--- src/rtl/jtag_pkg.sv ---
// jtag_pkg: shared TAP state codes, instruction codes and next-state function for the JTAG bridge
package jtag_pkg;
  localparam int DEF_IR_W = 4;
  localparam logic [3:0] S_TLR = 4'hF, S_RTI = 4'hC, S_SELDR = 4'h7, S_CAPDR = 4'h6;
  localparam logic [3:0] S_SHDR = 4'h2, S_EX1DR = 4'h1, S_PAUSEDR = 4'h3, S_EX2DR = 4'h0;
  localparam logic [3:0] S_UPDDR = 4'h5, S_SELIR = 4'h4, S_CAPIR = 4'hE, S_SHIR = 4'hA;
  localparam logic [3:0] S_EX1IR = 4'h9, S_PAUSEIR = 4'hB, S_EX2IR = 4'h8, S_UPDIR = 4'hD;
  localparam logic [3:0] I_IDCODE = 4'h1, I_WRITE = 4'h2, I_READ = 4'h3, I_BYPASS = 4'hF;
  localparam logic [3:0] IR_CAPTURE = 4'b0001;
  function automatic logic [3:0] tap_next(input logic [3:0] s, input logic tms);
    case (s)
      S_TLR:     return tms ? S_TLR   : S_RTI;
      S_RTI:     return tms ? S_SELDR : S_RTI;
      S_SELDR:   return tms ? S_SELIR : S_CAPDR;
      S_CAPDR:   return tms ? S_EX1DR : S_SHDR;
      S_SHDR:    return tms ? S_EX1DR : S_SHDR;
      S_EX1DR:   return tms ? S_UPDDR : S_PAUSEDR;
      S_PAUSEDR: return tms ? S_EX2DR : S_PAUSEDR;
      S_EX2DR:   return tms ? S_UPDDR : S_SHDR;
      S_UPDDR:   return tms ? S_SELDR : S_RTI;
      S_SELIR:   return tms ? S_TLR   : S_CAPIR;
      S_CAPIR:   return tms ? S_EX1IR : S_SHIR;
      S_SHIR:    return tms ? S_EX1IR : S_SHIR;
      S_EX1IR:   return tms ? S_UPDIR : S_PAUSEIR;
      S_PAUSEIR: return tms ? S_EX2IR : S_PAUSEIR;
      S_EX2IR:   return tms ? S_UPDIR : S_SHIR;
      S_UPDIR:   return tms ? S_SELDR : S_RTI;
      default:   return S_TLR;
    endcase
  endfunction
endpackage

--- src/rtl/jtag_tap_bridge_if.sv ---
// jtag_tap_bridge_if: JTAG pins plus core-side write/read word signals
interface jtag_tap_bridge_if #(parameter int DEFAULT = 32);
    logic               tck, tms, tdi, tdo, tdo_oe;
    logic [DEFAULT-1:0] wr_data, rd_data;
    logic               wr_valid, rd_strobe;
    logic [3:0]         tap_state;
    modport master(output tck, tms, tdi, rd_data, input tdo, tdo_oe, wr_data, wr_valid, rd_strobe, tap_state);
    modport slave(input tck, tms, tdi, rd_data, output tdo, tdo_oe, wr_data, wr_valid, rd_strobe, tap_state);
endinterface

--- src/rtl/jtag_sync_edge.sv ---
// jtag_sync_edge: 2-flop synchroniser for tck/tms/tdi with tck rise/fall pulses
module jtag_sync_edge (
    input  logic clk,
    input  logic rst,
    input  logic i_tck,
    input  logic i_tms,
    input  logic i_tdi,
    output logic o_tms,
    output logic o_tdi,
    output logic o_rise,
    output logic o_fall
);
    logic [2:0] r_tck;
    logic [1:0] r_tms, r_tdi;
    always_ff @(posedge clk or negedge rst) begin
        if (!rst) begin
            r_tck <= '0;
            r_tms <= '0;
            r_tdi <= '0;
        end else begin
            r_tck <= {r_tck[1:0], i_tck};
            r_tms <= {r_tms[0], i_tms};
            r_tdi <= {r_tdi[0], i_tdi};
        end
    end
    assign o_tms  = r_tms[1];
    assign o_tdi  = r_tdi[1];
    assign o_rise = r_tck[1] & ~r_tck[2];
    assign o_fall = ~r_tck[1] & r_tck[2];
endmodule

--- src/rtl/jtag_tap_bridge.sv ---
// jtag_tap_bridge: oversampled IEEE 1149.1 TAP with IR/DR shift into the core word interface
// Define IDCODE_VAL_EN to implement the IDCODE instruction and make it the reset IR.
module jtag_tap_bridge import jtag_pkg::*; #(
    parameter int               DEFAULT    = 32,
    parameter int               IR_W       = DEF_IR_W,
    parameter logic [DEFAULT-1:0] IDCODE_VAL = DEFAULT'(32'h1000_0001)
) (
    input logic clk,
    input logic rst,
    jtag_tap_bridge_if.slave j
);
`ifdef IDCODE_VAL_EN
    localparam logic [IR_W-1:0] IR_RST = IR_W'(I_IDCODE);
`else
    localparam logic [IR_W-1:0] IR_RST = IR_W'(I_BYPASS);
`endif
    logic               w_tms, w_tdi, w_rise, w_fall;
    logic               w_write, w_read, w_idcode, w_byp, w_tdo;
    logic [3:0]         r_state, w_next;
    logic [IR_W-1:0]    r_ir, r_ir_sh;
    logic [DEFAULT-1:0] r_dr, r_wr_data;
    logic               r_byp, r_wr_valid, r_rd_strobe, r_tdo, r_tdo_oe;

    jtag_sync_edge u_sync (
        .clk(clk), .rst(rst), .i_tck(j.tck), .i_tms(j.tms), .i_tdi(j.tdi),
        .o_tms(w_tms), .o_tdi(w_tdi), .o_rise(w_rise), .o_fall(w_fall)
    );

    assign w_next  = tap_next(r_state, w_tms);
    assign w_write = r_ir == IR_W'(I_WRITE);
    assign w_read  = r_ir == IR_W'(I_READ);
`ifdef IDCODE_VAL_EN
    assign w_idcode = r_ir == IR_W'(I_IDCODE);
`else
    assign w_idcode = 1'b0;
    logic w_unused_idcode;
    assign w_unused_idcode = ^IDCODE_VAL;
`endif
    // Unknown instruction codes fall back to the 1-bit bypass path
    assign w_byp = !(w_write || w_read || w_idcode);
    assign w_tdo = r_state == S_SHIR ? r_ir_sh[0] : w_byp ? r_byp : r_dr[0];

    always_ff @(posedge clk or negedge rst) begin
        if (!rst) begin
            r_state     <= S_TLR;
            r_ir        <= IR_RST;
            r_ir_sh     <= '0;
            r_dr        <= '0;
            r_byp       <= 1'b0;
            r_wr_data   <= '0;
            r_wr_valid  <= 1'b0;
            r_rd_strobe <= 1'b0;
            r_tdo       <= 1'b0;
            r_tdo_oe    <= 1'b0;
        end else begin
            r_wr_valid  <= 1'b0;
            r_rd_strobe <= 1'b0;
            if (w_fall) begin
                r_tdo    <= w_tdo;
                r_tdo_oe <= r_state == S_SHIR || r_state == S_SHDR;
            end
            if (w_rise) begin
                r_state <= w_next;
                if (r_state == S_TLR) r_ir <= IR_RST;
                if (r_state == S_CAPIR && w_next == S_SHIR) r_ir_sh <= IR_W'(IR_CAPTURE);
                if (r_state == S_SHIR) r_ir_sh <= {w_tdi, r_ir_sh[IR_W-1:1]};
                if (w_next == S_UPDIR) r_ir <= r_ir_sh;
                if (r_state == S_CAPDR && w_next == S_SHDR) begin
                    if (w_byp) r_byp <= 1'b0;
                    if (w_write) r_dr <= r_wr_data;
                    if (w_idcode) r_dr <= IDCODE_VAL;
                    if (w_read) begin
                        r_dr        <= j.rd_data;
                        r_rd_strobe <= 1'b1;
                    end
                end
                if (r_state == S_SHDR) begin
                    if (w_byp) r_byp <= w_tdi;
                    else r_dr <= {w_tdi, r_dr[DEFAULT-1:1]};
                end
                if (w_next == S_UPDDR && w_write) begin
                    r_wr_data  <= r_dr;
                    r_wr_valid <= 1'b1;
                end
            end
        end
    end

    assign j.tdo       = r_tdo;
    assign j.tdo_oe    = r_tdo_oe;
    assign j.wr_data   = r_wr_data;
    assign j.wr_valid  = r_wr_valid;
    assign j.rd_strobe = r_rd_strobe;
    assign j.tap_state = r_state;
endmodule

--- src/flat_wrapper.sv ---
// flat-port wrapper written by rule: the top's interface ports become plain ports
module jtag_tap_bridge_flat import jtag_pkg::*;
#(
    parameter int               DEFAULT    = 32,
    parameter int               IR_W       = DEF_IR_W,
    parameter logic [DEFAULT-1:0] IDCODE_VAL = DEFAULT'(32'h1000_0001)
)
  (clk, rst, j_tck, j_tms, j_tdi, j_rd_data, j_tdo, j_tdo_oe, j_wr_data, j_wr_valid, j_rd_strobe, j_tap_state);
  jtag_tap_bridge_if #(.DEFAULT(DEFAULT)) j_i ();
  input logic clk;
  input logic rst;
  input wire logic [$bits(j_i.tck)-1:0] j_tck;
  input wire logic [$bits(j_i.tms)-1:0] j_tms;
  input wire logic [$bits(j_i.tdi)-1:0] j_tdi;
  input wire logic [$bits(j_i.rd_data)-1:0] j_rd_data;
  output wire logic [$bits(j_i.tdo)-1:0] j_tdo;
  output wire logic [$bits(j_i.tdo_oe)-1:0] j_tdo_oe;
  output wire logic [$bits(j_i.wr_data)-1:0] j_wr_data;
  output wire logic [$bits(j_i.wr_valid)-1:0] j_wr_valid;
  output wire logic [$bits(j_i.rd_strobe)-1:0] j_rd_strobe;
  output wire logic [$bits(j_i.tap_state)-1:0] j_tap_state;
  assign j_i.tck = j_tck;
  assign j_i.tms = j_tms;
  assign j_i.tdi = j_tdi;
  assign j_i.rd_data = j_rd_data;
  assign j_tdo = j_i.tdo;
  assign j_tdo_oe = j_i.tdo_oe;
  assign j_wr_data = j_i.wr_data;
  assign j_wr_valid = j_i.wr_valid;
  assign j_rd_strobe = j_i.rd_strobe;
  assign j_tap_state = j_i.tap_state;
  jtag_tap_bridge #(.DEFAULT(DEFAULT), .IR_W(IR_W), .IDCODE_VAL(IDCODE_VAL)) u_core (.clk(clk), .rst(rst), .j(j_i));
endmodule
--- config.mk ---
export PLATFORM = sky130hd
export DESIGN_NAME = jtag_tap_bridge_flat
export DESIGN_NICKNAME = d
export VERILOG_FILES = /design/src/rtl/jtag_pkg.sv /design/src/rtl/jtag_tap_bridge_if.sv /design/src/rtl/jtag_sync_edge.sv /design/src/rtl/jtag_tap_bridge.sv /design/src/flat_wrapper.sv
export SDC_FILE = /design/constraint.sdc
export NUM_CORES = 1
export LEC_CHECK = 0
export ABC_AREA = 1
export BUFFER_PORTS_ARGS = -buffer_cell sky130_fd_sc_hd__buf_2
export CAP_MARGIN = 20
export CORE_MARGIN = 2
export CORE_UTILIZATION = 61
export CTS_CLUSTER_SIZE = 28
export DETAILED_ROUTE_END_ITERATION = 7
export PLACE_DENSITY = 0.84
export RECOVER_POWER = 100
export SLEW_MARGIN = 20
export SYNTH_ARGS = -nofsm -noshare
export SYNTH_HDL_FRONTEND = slang
export SYNTH_HIERARCHICAL = 1
export SYNTH_SLANG_ARGS = --single-unit
--- constraint.sdc ---
create_clock -name clk -period 3.1 [get_ports clk]
set_clock_uncertainty 0.05 [all_clocks]
set_input_delay 0.31 -clock clk [delete_from_list [all_inputs] [get_ports clk]]
set_output_delay 0.31 -clock clk [all_outputs]
set_load 0.1 [all_outputs]
; Word-level counts from Yosys, hierarchy flattened
; Index checks and enable logic that the tools add are counted.
[op_classes]
div_mod_pow = 0
n_eq_ne = 21
add_sub_neg = 0
order_cmp = 0
shift = 0
mux = 33
reduce_logical = 14
bitwise = 4
n_mul = 0
[op_table]
columns = cell, count
row1 = 2-to-1 mux 32 bit, 5
row2 = one-hot mux 4 bit (12 select lines), 1
row3 = == test 4 bit (second input constant), 10
row4 = == test 4 x 2 -> 1 bit (second input constant), 5
row5 = == test 4 x 3 -> 1 bit (second input constant), 5
row6 = 2-to-1 mux 4 bit, 5
row7 = 2-to-1 mux 1 bit, 12
row8 = 2-to-1 mux 2 bit, 6
row9 = 2-to-1 mux 3 bit, 4
row10 = AND reduction 2 bit, 3
row11 = == test 4 x 1 -> 1 bit (second input constant), 1
row12 = logical NOT 4 bit, 1
row13 = nonzero test 2 bit, 2
row14 = OR reduction 2 bit, 2
row15 = logical AND 1 bit, 3
row16 = OR reduction 3 bit, 1
row17 = AND 1 bit, 2
row18 = logical OR 1 bit, 2
row19 = NOT 1 bit, 2
[word_totals]
mem_bits_rw = 0
n_memories = 0
inputBits = 37
elab_cells = 85
output_inout_bits = 40
regBits = 88
latch_bits = 0
mem_bits_ro = 0

; Depth between registers and ports, before layout
[depth]
depth_word = 8
depth_mapped = 14
mapped_depth_nobuf = 12

; Modules after synthesis
; The synthesis kept the hierarchy.
[modules_own_cells]
columns = mod, area_each_um2, cells_per_inst, seq_area_each_um2, instances
row1 = jtag_tap_bridge, 4687.0, 703, 2037.0, 1
row2 = jtag_sync_edge, 190.2, 11, 175.2, 1

; Worst setup path before layout
; OpenSTA, ideal clock, no wires.
[synth_path]
path_kind = flip-flop to flip-flop
from = reg u_core.r_state[1] (netlist: u_core/j.tap_state[1])
to = reg u_core.r_wr_data[10] (netlist: u_core/j.wr_data[10])
arrival_ns = 2.122
setup_ns = 0.120
path_buffers = 3
synth_period_minus_slack_ns = 2.292
slack_ns = 0.808
stages_incl_launch_ff = 15
cell_sequence = dfstp_2 > buf_4 > nand2_1 > inv_1 > nand2_1 > o21ai_0 > nand2_1 > nand2_1 > inv_1 > nor2_2 > nand2_2 > buf_6 > buf_6 > nand2_1 > nand2_1
[synth_between]
elab_chain_len = 6
elab_cells_between_ends = 23
[synth_lines]
columns = item, line
row1 = "start, declared", jtag_tap_bridge.sv:19  ; logic [3:0] r_state, w_next;
row2 = "start signal, assigned", jtag_tap_bridge.sv:63  ; r_state <= w_next;
row3 = "== test 4 bit, or another cell as far along", jtag_pkg.sv:11  ; case (s)
row4 = OR reduction 3 bit (no source line) or OR reduction 2 bit (tied branches), -
row5 = one-hot mux 4 bit (12 select lines) (*), jtag_pkg.sv:11
row6 = == test 4 x 3 -> 1 bit (*), jtag_tap_bridge.sv:81  ; if (w_next == S_UPDDR && w_write) begin
row7 = logical AND 1 bit (*), jtag_tap_bridge.sv:81
row8 = AND reduction 2 bit (no source line) (*), -
row9 = "end signal, assigned", jtag_tap_bridge.sv:82  ; r_wr_data <= r_dr;
row10 = "end, declared", jtag_tap_bridge.sv:21  ; logic [DEFAULT-1:0] r_dr, r_wr_data;
; Mark *: on every way between the ends. The rest lies on a longest branch, timed or not.
; A chain may end at the register's enable or synchronous reset.

; Worst setup path after layout
[layout_path]
from = reg u_core.r_state[1] (netlist: u_core/j.tap_state[1])
to = reg u_core.r_wr_data[23] (netlist: u_core/j.wr_data[23])
; The elaborated chain is that of the path after synthesis.

==> run summary <==
Actual slew at the worst max-slew pin = 1316 ps
Gr ovfl total = 0
DRT Pass-1 Iters = 7
CP Class = reg -> reg
Mux cell area share after synthesis = 0%
Chip width = 93.42 microns
Initial DRC count = 346
Num CTS Buffers = 9
Top cell type's share of synthesized area = 41.05%
Worst reg2reg endpoint = u_core/j.wr_data[23]
DP Area = 5315 sq um
Via density = 5.516
Placed insts = 868
Final instance area = 5483 sq um
Pin count of the biggest net entering global routing = 54
Top_reg_cell synth = dfrtp_1
Synth Area in Compound Gates = 10.13%
Top post-synthesis cells by area = dfrtp_1 41%, nand2_1 26%, nand3_1 6.0%
Critical Path RT = 3290 ps
Fin cells = 888
Synth async-reset ratio = 100.0%
LEAKAGE = 2.933 nW
Largest family of logic cells by synthesized area = simple AND/OR/NAND/NOR gates
Share of layout cells above drive strength 1 = 9.796%
Synth Register Bits = 88
Total Die Area = 8726 sq um
Slew HR = 12.28%
Clock Tree Buf Depth = 2
Worst Path Max Fanout = 28
Peak supply drop = 0.4133 mV
NumNets Final = 818
Htree depth = 3
RSZ-0062 raised after global routing = false
Total track usage = 30.25%
Antenna diode count = 0
Yosys top cell by area = dfrtp_1
Post-Synthesis Cells = 714
Final wirelength = 12290 microns
Post-CTS setup buffer count = 0
Status = completed
Syn. warnings = 6
# fillers = 675
CP Capture Type = register
F_max = 390.4 MHz
TritonCTS clock tree = done
Area growth, synth to finish = 12.42%
Startpoint Class = register
Cell area after synthesis = 4877 sq um
Final TNS setup = 0 ps
Number of synthesized flops with an enable pin = 0
Clk_lat worst skew = 360 ps
Hold Path Cell Cnt = 0
Vias in the first global route = 4693
Most instantiated cells after synthesis = 341 x nand2_1, 80 x dfrtp_1, 73 x inv_1, 58 x nand3_1, 57 x o21ai_0
Flop2flop setup slack = 540 ps
Hold_sp = u_core/u_sync/r_tck[0]
Initial Utilization = 63.12%
Via count = 4898
Die Ht = 93.42 microns
Fin. Hold Viols = 0
Worst r2r src = u_core/j.tap_state[1]
Mapped Nets = 751
Worst Reg-to-Reg Cells = 10
Hold/Removal Path Class = reg -> reg
Post-Synth Simple-Gate Area = 34.99%
Tmin final = 2562 ps
Top Ports = 77
Initial antenna violation count = 0
Clock Pin Slew Worst Setup and Hold Paths = 90 ps
Global-route wire length before repair = 21330 microns
Max Cap Viol = 0
Count leader, synth = nand2_1
Slew Limit Fails = 0
Dpl hpwl = 7959 microns
Core area = 7727 sq um
Finish-stage setup viols = 0
Sequential share of the synthesized area = 45.36%
Root Driver = clkbuf_8
PD cells = 831.0 nW/um^2
Routed wire per std cell = 13.84 microns
Worst EP arrival = 2750 ps
Hold Path End = u_core/u_sync/r_tck[1]
# rows = 32
Synth unique cells = 26
Post-route ant nets = 0
Fin crit share = 82.63%
Post-Synth XOR/XNOR Area = 0%
Avg Cell Area, Syn = 6.831 sq um
CTS Sinks = 88
Count of input and output buffers = 76
Gpl congestion = 0.8288
Post-Synth Adder-Cell Area = 0%
DRC Markers = 0
-- timing repair --
item,CTS,global route
hold endpoints to repair,46,0
endpoints found under the setup margin,0,0
resized for setup,0,0
hold buffers,4,0
-- power breakdown --
group,leakage [nW],switching [mW],internal (mW)
Clock,0.0907,0.430,0.396
Combinational,1.69,1.37,0.517
Sequential,1.16,0.353,1.50
Total,2.93,2.15,2.41
-- registers in the layout, summed over array words and instances, names as in the netlist, 2 cells and up --
register and cells:
u_core/r_dr 32, u_core/j.tap_state 4, u_core/j.wr_data 32, u_core/u_sync/r_tms 2, u_core/u_sync/r_tck 3, u_core/r_ir_sh 4, u_core/u_sync/r_tdi 2, u_core/r_ir 4
-- critical path: stages, from the launching register on --
cell and delay [ps]:
dfstp_1 750, nand2_1 110, nor2_1 220, a21oi_1 140, nand2_2 90, nand2_1 60
nor2_1 160, nand2_2 340, buf_4 360, nand2_1 100, o21ai_0 70
-- worst max path at each step --
stage	startpoint	slack, ps	to	cells after the start
after floorplan	u_core/j.tap_state[1]	810	u_core/j.wr_data[10]	14
after global placement	u_core/j.tap_state[1]	880	u_core/j.wr_data[20]	12
after detailed placement	u_core/j.tap_state[1]	750	u_core/j.wr_data[22]	9
after CTS	u_core/j.tap_state[1]	760	u_core/j.wr_data[31]	10
after global routing	u_core/j.tap_state[1]	260	u_core/r_dr[16]	8
final	u_core/j.tap_state[1]	540	u_core/j.wr_data[23]	10
-- metrics by stage --
stage | utilization, % | power [mW] | setup slack (ps) | hold slack, ps
after global routing | 70.95 | 4.891 | 263.3 | 323.2
after global placement | 68.78 | 3.671 | 880.6 | 283.7
after detailed placement | 68.78 | 3.749 | 754.8 | 287.2
final | 70.95 | 4.556 | 538.5 | 307.4
after CTS | 71.97 | 4.581 | 757.0 | 308.5
after floorplan | - | 3.295 | 807.8 | -35.59
-- metal layers --
metal	track usage, %	routed length, microns	part of all wire (%)
met4	11.52	216	1.8
met3	5.238	902	7.3
met1	40.47	5315	43
met5	0	0	0
met2	49.34	5855	48
-- cell type report --
class                           count  area (sq um)  area share [%]
Clock buffer                       10         137.6           2.510
Tap cell                          102         127.6           2.328
Timing Repair Buffer               93         454.2           8.284
Inverter                           75         281.5           5.135
Sequential cell                    88          2212           40.35
Multi-Input combinational cell    514          2201           40.14
Clock inverter                      6         68.82           1.255
-- cells in the final DEF, fill, tap and decap left out, types with 2 or more instances in the layout --
cell type	count
dlygate4sd3_1	4
clkbuf_8	10
o22ai_1	2
dfstp_1	2
nand3_1	58
dfrtp_1	80
inv_2	2
nand2_1	343
nor2_1	17
buf_4	9
dfstp_2	6
buf_2	35
a21oi_1	5
inv_1	73
nand2_2	2
nor2_2	3
o21ai_0	58
clkinvlp_4	4
o2111ai_1	2
clkbuf_1	43
o211ai_1	18
clkbuf_2	2
-- cells by family after synthesis --
| group | count (synthesis) |
|---|---|
| simple gates | 427 |
| buf+inv | 112 |
| flops | 88 |
| compound gates | 87 |
No activity file was read; power rests on OpenSTA's default activity.
